==> config.mk <==
export PLATFORM = sky130hd
export DESIGN_NAME = assoc_cache_flat
export DESIGN_NICKNAME = d
export VERILOG_FILES = /design/src/rtl/assoc_cache_if.sv /design/src/rtl/assoc_cache.sv /design/src/flat_wrapper.sv
export SDC_FILE = /design/constraint.sdc
export NUM_CORES = 2
export LEC_CHECK = 0
export CAP_MARGIN = 40
export CORE_MARGIN = 8
export CORE_UTILIZATION = 25
export CTS_CLUSTER_SIZE = 20
export DETAILED_ROUTE_END_ITERATION = 10
export HOLD_SLACK_MARGIN = 0.08
export REMOVE_ABC_BUFFERS = 1
export SLEW_MARGIN = 20
export SYNTH_ARGS = -nofsm -noshare
export SYNTH_HDL_FRONTEND = slang
export SYNTH_SLANG_ARGS = --single-unit
==> constraint.sdc <==
create_clock -name clk -period 52.9 [get_ports clk]
set_clock_uncertainty 0.15 [all_clocks]
set_input_delay 13.225 -clock clk [delete_from_list [all_inputs] [get_ports clk]]
set_output_delay 13.225 -clock clk [all_outputs]
set_load 0.05 [all_outputs]
==> src/rtl/assoc_cache_if.sv <==
// CPU-side and memory-side handshake bundle for assoc_cache.
// The slave modport is the cache itself; master is its environment.
interface assoc_cache_if #(
   parameter int DATA_W = 32,
   parameter int ADDR_W = 32
);
   logic                cpu_req;
   logic                cpu_we;
   logic [DATA_W/8-1:0] cpu_be;
   logic [ADDR_W-1:0]   cpu_addr;
   logic [DATA_W-1:0]   cpu_wdata;
   logic [DATA_W-1:0]   cpu_rdata;
   logic                cpu_ready;
   logic                mem_req;
   logic                mem_we;
   logic [ADDR_W-1:0]   mem_addr;
   logic [DATA_W-1:0]   mem_wdata;
   logic [DATA_W-1:0]   mem_rdata;
   logic                mem_ack;

   modport slave (
      input  cpu_req, cpu_we, cpu_be, cpu_addr, cpu_wdata,
      output cpu_rdata, cpu_ready,
      output mem_req, mem_we, mem_addr, mem_wdata,
      input  mem_rdata, mem_ack
   );

   modport master (
      output cpu_req, cpu_we, cpu_be, cpu_addr, cpu_wdata,
      input  cpu_rdata, cpu_ready,
      input  mem_req, mem_we, mem_addr, mem_wdata,
      output mem_rdata, mem_ack
   );
endinterface

==> src/rtl/assoc_cache.sv <==
// Set-associative write-back cache, one word per line, true-LRU ages.
// Blocking: one CPU access in flight, optional write-back then fill.
module assoc_cache #(
   parameter int SETS   = 8,
   parameter int WAYS   = 2,
   parameter int DATA_W = 32,
   parameter int ADDR_W = 32
) (
   input  logic        clk,
   input  logic        reset,
   assoc_cache_if.slave bus,
   output logic [31:0] hit_cnt,
   output logic [31:0] miss_cnt
);
   localparam int IDX   = $clog2(SETS);
   localparam int AW    = (WAYS > 1) ? $clog2(WAYS) : 1;
   localparam int TAG_W = ADDR_W - 2 - IDX;
   localparam int NB    = DATA_W / 8;

   typedef enum logic [1:0] {IDLE, WB, FILL, RESP} state_t;
   state_t state, state_nx;

   logic              vld   [SETS][WAYS];
   logic              dty   [SETS][WAYS];
   logic [TAG_W-1:0]  tags  [SETS][WAYS];
   logic [DATA_W-1:0] lines [SETS][WAYS];
   logic [AW-1:0]     age   [SETS][WAYS];

   logic [IDX-1:0]    idx;
   logic [TAG_W-1:0]  tag;
   logic              hit, found, lookup, fill_done, touch;
   logic [AW-1:0]     hway, vsel, vway, tway;
   logic [DATA_W-1:0] base, word_nx;
   logic              unused_addr;

   assign idx         = bus.cpu_addr[2+IDX-1:2];
   assign tag         = bus.cpu_addr[ADDR_W-1:2+IDX];
   assign unused_addr = ^bus.cpu_addr[1:0];

   function automatic logic [DATA_W-1:0] merge(
      input logic [DATA_W-1:0] old,
      input logic [DATA_W-1:0] wd,
      input logic [NB-1:0]     be
   );
      logic [DATA_W-1:0] r;
      r = old;
      for (int b = 0; b < NB; b++)
         if (be[b]) r[8*b +: 8] = wd[8*b +: 8];
      return r;
   endfunction

   always_comb begin
      hit   = 1'b0;
      hway  = '0;
      found = 1'b0;
      vsel  = '0;
      for (int w = 0; w < WAYS; w++) begin
         if (vld[idx][w] && tags[idx][w] == tag) begin
            hit  = 1'b1;
            hway = AW'(w);
         end
         if (!vld[idx][w] && !found) begin
            found = 1'b1;
            vsel  = AW'(w);
         end
      end
      // ages are a permutation, so the oldest way has age WAYS-1
      if (!found)
         for (int w = 0; w < WAYS; w++)
            if (int'(age[idx][w]) == WAYS - 1) vsel = AW'(w);
   end

   assign lookup    = (state == IDLE) && bus.cpu_req;
   assign fill_done = (state == FILL) && bus.mem_ack;
   assign touch     = (lookup && hit) || fill_done;
   assign tway      = fill_done ? vway : hway;
   assign base      = fill_done ? bus.mem_rdata : lines[idx][hway];
   assign word_nx   = bus.cpu_we ?
                      merge(base, bus.cpu_wdata, bus.cpu_be) : base;

   always_ff @(posedge clk or posedge reset) begin
      if (reset) state <= IDLE;
      else       state <= state_nx;
   end

   always_comb begin
      state_nx      = state;
      bus.cpu_ready = 1'b0;
      bus.mem_req   = 1'b0;
      bus.mem_we    = 1'b0;
      bus.mem_addr  = '0;
      bus.mem_wdata = '0;
      unique case (state)
         IDLE: begin
            if (bus.cpu_req) begin
               if (hit)
                  state_nx = RESP;
               else if (vld[idx][vsel] && dty[idx][vsel])
                  state_nx = WB;
               else
                  state_nx = FILL;
            end
         end
         WB: begin
            bus.mem_req   = 1'b1;
            bus.mem_we    = 1'b1;
            bus.mem_addr  = {tags[idx][vway], idx, 2'b00};
            bus.mem_wdata = lines[idx][vway];
            if (bus.mem_ack) state_nx = FILL;
         end
         FILL: begin
            bus.mem_req  = 1'b1;
            bus.mem_addr = {tag, idx, 2'b00};
            if (bus.mem_ack) state_nx = RESP;
         end
         RESP: begin
            bus.cpu_ready = 1'b1;
            state_nx      = IDLE;
         end
         default: state_nx = IDLE;
      endcase
   end

   always_ff @(posedge clk or posedge reset) begin
      if (reset) begin
         for (int s = 0; s < SETS; s++)
            for (int w = 0; w < WAYS; w++) begin
               vld[s][w]   <= 1'b0;
               dty[s][w]   <= 1'b0;
               tags[s][w]  <= '0;
               lines[s][w] <= '0;
               age[s][w]   <= AW'(w);
            end
         vway          <= '0;
         bus.cpu_rdata <= '0;
         hit_cnt       <= '0;
         miss_cnt      <= '0;
      end else begin
         if (lookup && !hit) begin
            vway <= vsel;
            if (miss_cnt != '1) miss_cnt <= miss_cnt + 32'd1;
         end
         if (lookup && hit && hit_cnt != '1)
            hit_cnt <= hit_cnt + 32'd1;
         if (touch) begin
            lines[idx][tway] <= word_nx;
            vld[idx][tway]   <= 1'b1;
            tags[idx][tway]  <= tag;
            bus.cpu_rdata    <= word_nx;
            if (bus.cpu_we)     dty[idx][tway] <= 1'b1;
            else if (fill_done) dty[idx][tway] <= 1'b0;
            for (int w = 0; w < WAYS; w++) begin
               if (w == int'(tway))
                  age[idx][w] <= '0;
               else if (age[idx][w] < age[idx][tway])
                  age[idx][w] <= age[idx][w] + 1'b1;
            end
         end
      end
   end
endmodule
==> src/flat_wrapper.sv <==
// flat-port wrapper written by rule: the top's interface ports become plain ports
module assoc_cache_flat 
#(
   parameter int SETS   = 8,
   parameter int WAYS   = 2,
   parameter int DATA_W = 32,
   parameter int ADDR_W = 32
)
  (clk, reset, hit_cnt, miss_cnt, bus_cpu_req, bus_cpu_we, bus_cpu_be, bus_cpu_addr, bus_cpu_wdata, bus_cpu_rdata, bus_cpu_ready, bus_mem_req, bus_mem_we, bus_mem_addr, bus_mem_wdata, bus_mem_rdata, bus_mem_ack);
  assoc_cache_if #(.DATA_W(DATA_W), .ADDR_W(ADDR_W)) bus_i ();
  input  logic clk;
  input  logic reset;
  output logic [31:0] hit_cnt;
  output logic [31:0] miss_cnt;
  input wire logic [$bits(bus_i.cpu_req)-1:0] bus_cpu_req;
  input wire logic [$bits(bus_i.cpu_we)-1:0] bus_cpu_we;
  input wire logic [$bits(bus_i.cpu_be)-1:0] bus_cpu_be;
  input wire logic [$bits(bus_i.cpu_addr)-1:0] bus_cpu_addr;
  input wire logic [$bits(bus_i.cpu_wdata)-1:0] bus_cpu_wdata;
  output wire logic [$bits(bus_i.cpu_rdata)-1:0] bus_cpu_rdata;
  output wire logic [$bits(bus_i.cpu_ready)-1:0] bus_cpu_ready;
  output wire logic [$bits(bus_i.mem_req)-1:0] bus_mem_req;
  output wire logic [$bits(bus_i.mem_we)-1:0] bus_mem_we;
  output wire logic [$bits(bus_i.mem_addr)-1:0] bus_mem_addr;
  output wire logic [$bits(bus_i.mem_wdata)-1:0] bus_mem_wdata;
  input wire logic [$bits(bus_i.mem_rdata)-1:0] bus_mem_rdata;
  input wire logic [$bits(bus_i.mem_ack)-1:0] bus_mem_ack;
  assign bus_i.cpu_req = bus_cpu_req;
  assign bus_i.cpu_we = bus_cpu_we;
  assign bus_i.cpu_be = bus_cpu_be;
  assign bus_i.cpu_addr = bus_cpu_addr;
  assign bus_i.cpu_wdata = bus_cpu_wdata;
  assign bus_cpu_rdata = bus_i.cpu_rdata;
  assign bus_cpu_ready = bus_i.cpu_ready;
  assign bus_mem_req = bus_i.mem_req;
  assign bus_mem_we = bus_i.mem_we;
  assign bus_mem_addr = bus_i.mem_addr;
  assign bus_mem_wdata = bus_i.mem_wdata;
  assign bus_i.mem_rdata = bus_mem_rdata;
  assign bus_i.mem_ack = bus_mem_ack;
  assoc_cache #(.SETS(SETS), .WAYS(WAYS), .DATA_W(DATA_W), .ADDR_W(ADDR_W)) u_core (.clk(clk), .reset(reset), .bus(bus_i), .hit_cnt(hit_cnt), .miss_cnt(miss_cnt));
endmodule
[Yosys cells after proc, flatten, opt, wreduce, memory -nomap -nowiden]
Cells that the tools add are included.
Word-level totals
  input port bits: 105
  bits in registers: 1091
  logic and storage cells: 228
Cells by class
  magnitude comparators: 9
  equal/unequal tests: 10
  mux-type cells: 87
  add/subtract/negate cells: 4
  bitwise gates (word level): 13
  reductions and logical operators: 20
Operator list (count)
  bitwise mux 512 bit: 1
  bitwise mux 432 bit: 1
  2-to-1 mux 32 bit: 10
  binary-select mux 64 bit (select 3 bit): 1
  demux 64 bit (select 3 bit): 1
  2-to-1 mux 64 bit: 3
  binary-select mux 54 bit (select 3 bit): 1
  demux 54 bit (select 3 bit): 1
  2-to-1 mux 54 bit: 3
  2-to-1 mux 16 bit: 7
  2-to-1 mux 27 bit: 4
  adder 32 x 1 -> 32 bit, second input constant: 2
  != test 32 bit, second input constant: 2
  case mux 32 bit (2 select lines): 1
  equality test 27 bit: 2
  bitwise AND 16 bit: 3
  inverter 16 bit: 3
  bitwise mux 16 bit: 2
  demux 32 bit (select 1 bit): 1
  2-to-1 mux 8 bit: 4
  bitwise OR 16 bit: 2
  demux 27 bit (select 1 bit): 1
  2-to-1 mux 2 bit: 13
  2-to-1 mux 1 bit: 24
  other kinds (23): 50

[Depth between registers and ports, before layout]
  depth after elaboration: 19
  gate-level depth with buffers: 16
  gate-level depth less buffers: 9

[Least setup slack after synthesis]
No wires, ideal clock.
  path kind: input -> output
  from: input bus_cpu_addr[3]
  to: output bus_mem_wdata[11]
  data required time: 39.525 ns
  path slack: 22.754 ns
  stages on the path: 13
  arrival: 16.771 ns
  cell sequence: buf_2 -> buf_6 -> buf_6 -> buf_2 -> buf_2 -> and3b_1 -> clkbuf_1 -> clkbuf_1 -> clkbuf_1 -> a22oi_1 -> nand4_1 -> nor2_1 -> a211oi_1
On the way
  word-level cells in the longest chain between the ends: 8
Ends and longest elaborated chain
  start: declaration: line flat_wrapper.sv:18  | input wire logic [$bits(bus_i.cpu_addr)-1:0] bus_cpu_addr;
  inverter 3 -> 4 bit (not written as such): line assoc_cache.sv:108  | bus.mem_wdata = lines[idx][vway];
  binary-select mux 64 bit (select 3 bit): line assoc_cache.sv:108
  2-to-1 mux 64 bit (not written as such) (2 in a row): line assoc_cache.sv:108
  2-to-1 mux 32 bit (not written as such) (3 in a row): line assoc_cache.sv:108
  2-to-1 mux 32 bit: line assoc_cache.sv:93  | unique case (state)
  end: declaration: line flat_wrapper.sv:25  | output wire logic [$bits(bus_i.mem_wdata)-1:0] bus_mem_wdata;
Every way passes these cells. The select of a mux whose other input is x is not followed.

[Worst setup path after layout]
  from: input bus_cpu_addr[2]
  to: output bus_mem_wdata[27]
The elaborated chain is that of the path after synthesis.

==> flow_summary.json <==
{
  "status": "finished, final reports clean",
  "ys_warn_count": 0,
  "yosys.area.top_type": "dfrtp_1",
  "hp-class": "register to register",
  "path_cells": "buf_4 -> buf_4 -> buf_4 -> nand2b_1 -> nor2_4 -> buf_4 -> buf_4 -> a221oi_1 -> and2_1 -> a211oi_1 -> clkdlybuf4s50_1",
  "dp_slack_ps": 21390,
  "clockBufferDepth": 3,
  "synth_seq_cells": 1091,
  "power.total_w": 0.00312,
  "setup_viol": 0,
  "yosysUniqueCellTypes": 73,
  "start_util_pct": 25.1,
  "synth-main-ff-cell": "dfrtp_1",
  "min_to": "u_core.vld[2]",
  "grt_max_degree": 179,
  "fp.dieArea_um2": 219000,
  "overflow": 0,
  "vdd_ir_drop_max_mv": 0.0282,
  "cp.required_ps": 39520,
  "slew_violations": 0,
  "crit_type": "input port to primary output",
  "core_area_um2": 204000,
  "num_vias": 35996,
  "gp_congestion": 0.825,
  "cp_max_fo": 38,
  "timing.hold.ws_ps": 315,
  "regToRegSetupSlack_ps": 47310,
  "dpl.hpwl_mm": 107,
  "clock_sinks": 1091,
  "slew-limit-headroom_pct": 30.6,
  "grt_pass1_wl_mm": 252,
  "syn2layout_area_growth_pct": 19.5,
  "antenna_found_initial": 16,
  "tightestPinTransition_ps": 1040,
  "root_buffer": "clkbuf_16",
  "fin_ws_ps": 21450,
  "drc": 0,
  "io_buffers": 263,
  "async_flop_share_pct": 100,
  "antenna_left": 0,
  "synth_edf_count": 0,
  "htree_levels": 3,
  "dr.pass1.iters": 5,
  "grt_pass1_vias": 36963,
  "p_leak_nw": 26.7,
  "final_cell_mix": "1082 x dfrtp_1, 493 x mux2_2, 384 x nand2_1",
  "hold_viol": 0,
  "cp-start-kind": "input port",
  "syn_area_um2": 51200,
  "r2r_start": "u_core.tags[86]",
  "cts_resized": 0,
  "clock_latency_ps": 750,
  "synthCells": 4203,
  "die_y_um": 468,
  "routed_wl_mm": 172,
  "cp-end-kind": "primary output",
  "fin_nets": 4470,
  "ioPinCount": 268,
  "cts_tree": "built",
  "seq_area_frac_synth_pct": 53.4,
  "rsz0062_at_grt": "no",
  "detail_route.wl_per_cell_um": 24.0,
  "synth_top_area_share_pct": 53.0,
  "reg2reg_to": "u_core.tags[157]",
  "cpPeakStageDelay_ps": 940,
  "fin_setup_tns_ps": 0,
  "reg2regPathDepth": 12,
  "slowest_stage": "clkdlybuf4s50_1",
  "fillerInstances": 20567,
  "clkSlewWorstSetupHoldPaths_ps": 60,
  "rows": 166,
  "worstPathArrival_ps": 18080,
  "synth.area.top_cells": "dfrtp_1 53%, mux2_2 11%, mux2_1 6.7%",
  "die_w_um": 468,
  "final_common_cell": "dfrtp_1",
  "cpMostUsedCell": "buf_4",
  "period_minus_slack_ps": 31450,
  "synth_area_per_cell_um2": 12.2,
  "cts_buffers": 113,
  "min-delay-start": "u_core.vld[2]",
  "hold_path_depth": 1,
  "grt_util_all_layers_pct": 15.2,
  "power.density_nw_per_um2": 51.1,
  "drv_cap": 0,
  "period_share_pct": 59.5,
  "max_freq_mhz": 31.8,
  "postCtsSetupBuffers": 0,
  "drtIter0Drc": 3066,
  "drive_gt1_share_pct": 21.3,
  "postCtsHoldBufs": 0,
  "avgViaCountPerCell": 5.03
}
## where the power goes
part           switching (W)  total, W  internal, W
sequential          0.000169   0.00133      0.00116
clock               0.000347  0.000826     0.000480
combinational       0.000551  0.000964     0.000413
total                0.00107   0.00312      0.00206
## cell usage after synthesis (28+ instances only)
master / number
a211oi_1: 40
a21oi_1: 38
a221oi_1: 71
a22oi_1: 157
and2_1: 43
and3_1: 43
buf_1: 28
buf_2: 41
buf_4: 57
clkbuf_1: 225
dfrtp_1: 1083
inv_1: 34
mux2_1: 303
mux2_2: 493
mux2i_1: 123
mux4_2: 68
nand2_1: 384
nand3_1: 47
nand4_1: 30
nor2_1: 92
nor3_1: 37
o21a_1: 40
o21ai_0: 293
o22ai_1: 35
xnor2_1: 53
xor2_1: 48
## cells by family (layout without fill, tap and decap cells)
kind of cell	after synthesis	after routing	synth area share, %
DFF	1091	1091	53.4
muxes	987	987	22.9
AOI/OAI and AO/OA	836	836	11.1
and+or+nand+nor	790	790	7.34
buffers and inverters	391	639	3.44
xor gates and xnor gates	101	101	1.73
adders and majority gates	6	6	0.147
other	1	12	0.00733
## state kept, by name, indices dropped and copies added, names as in the netlist, named ones only
register,flops
u_core.bus.cpu_rdata,32
u_core.age,16
u_core.vld,16
u_core.vway,1
u_core.miss_cnt,32
u_core.lines,512
u_core.state,2
u_core.hit_cnt,32
u_core.tags,432
## worst max-delay path by stage
| stage | startpoint | to | slack, ps | cells after the start |
|---|---|---|---|---|
| final | bus_cpu_addr[2] | bus_mem_wdata[27] | 21450 | 11 |
| after global routing | bus_cpu_addr[2] | bus_mem_wdata[27] | 21410 | 11 |
| after CTS | bus_cpu_addr[3] | bus_mem_wdata[10] | 21370 | 10 |
| after detailed placement | bus_cpu_addr[3] | bus_mem_wdata[10] | 21390 | 10 |
| after global placement | bus_cpu_addr[3] | bus_mem_wdata[10] | 21460 | 10 |
| after floorplan | reset | asynchronous set/reset pin | 8820 | 1 |
## layer usage
metal | track usage [%] | vias to the layer above | part of all wire (%)
met5 | 0 | - | 0.020
met4 | 6.54 | 6 | 4.4
met3 | 3.49 | 345 | 7.4
met2 | 25.0 | 1236 | 47
met1 | 19.0 | 18779 | 41
li1 | - | 15630 | -
## metrics by stage
stage          utilization [%]  instances  area [um2]
2_1_floorplan                -       3849       49600
3_3_place_gp              27.7       6896       56600
3_5_place_dp              28.0       6925       57100
4_1_cts                   29.9       7133       61000
5_1_grt                   30.0       7144       61100
6_report                  30.0       7150       61100
## critical path, delay by kind of cell
kind	cells	cell delay (ps)
buffers and inverters	6	3280
AO/OA/AOI/OAI	2	820
AND/OR/NAND/NOR	3	650
## cell type report
class	instances	area, um2	share of cell area [%]
Tap cell	2688	3360	5.50
Sequential cell	1091	27300	44.7
Antenna cell	10	25.0	0.0409
Clock inverter	32	460	0.753
Clock buffer	176	3390	5.54
Timing Repair Buffer	395	4110	6.72
Multi-Input combinational cell	2722	22300	36.5
Inverter	36	144	0.235
(Power assumes the default switching activity.)
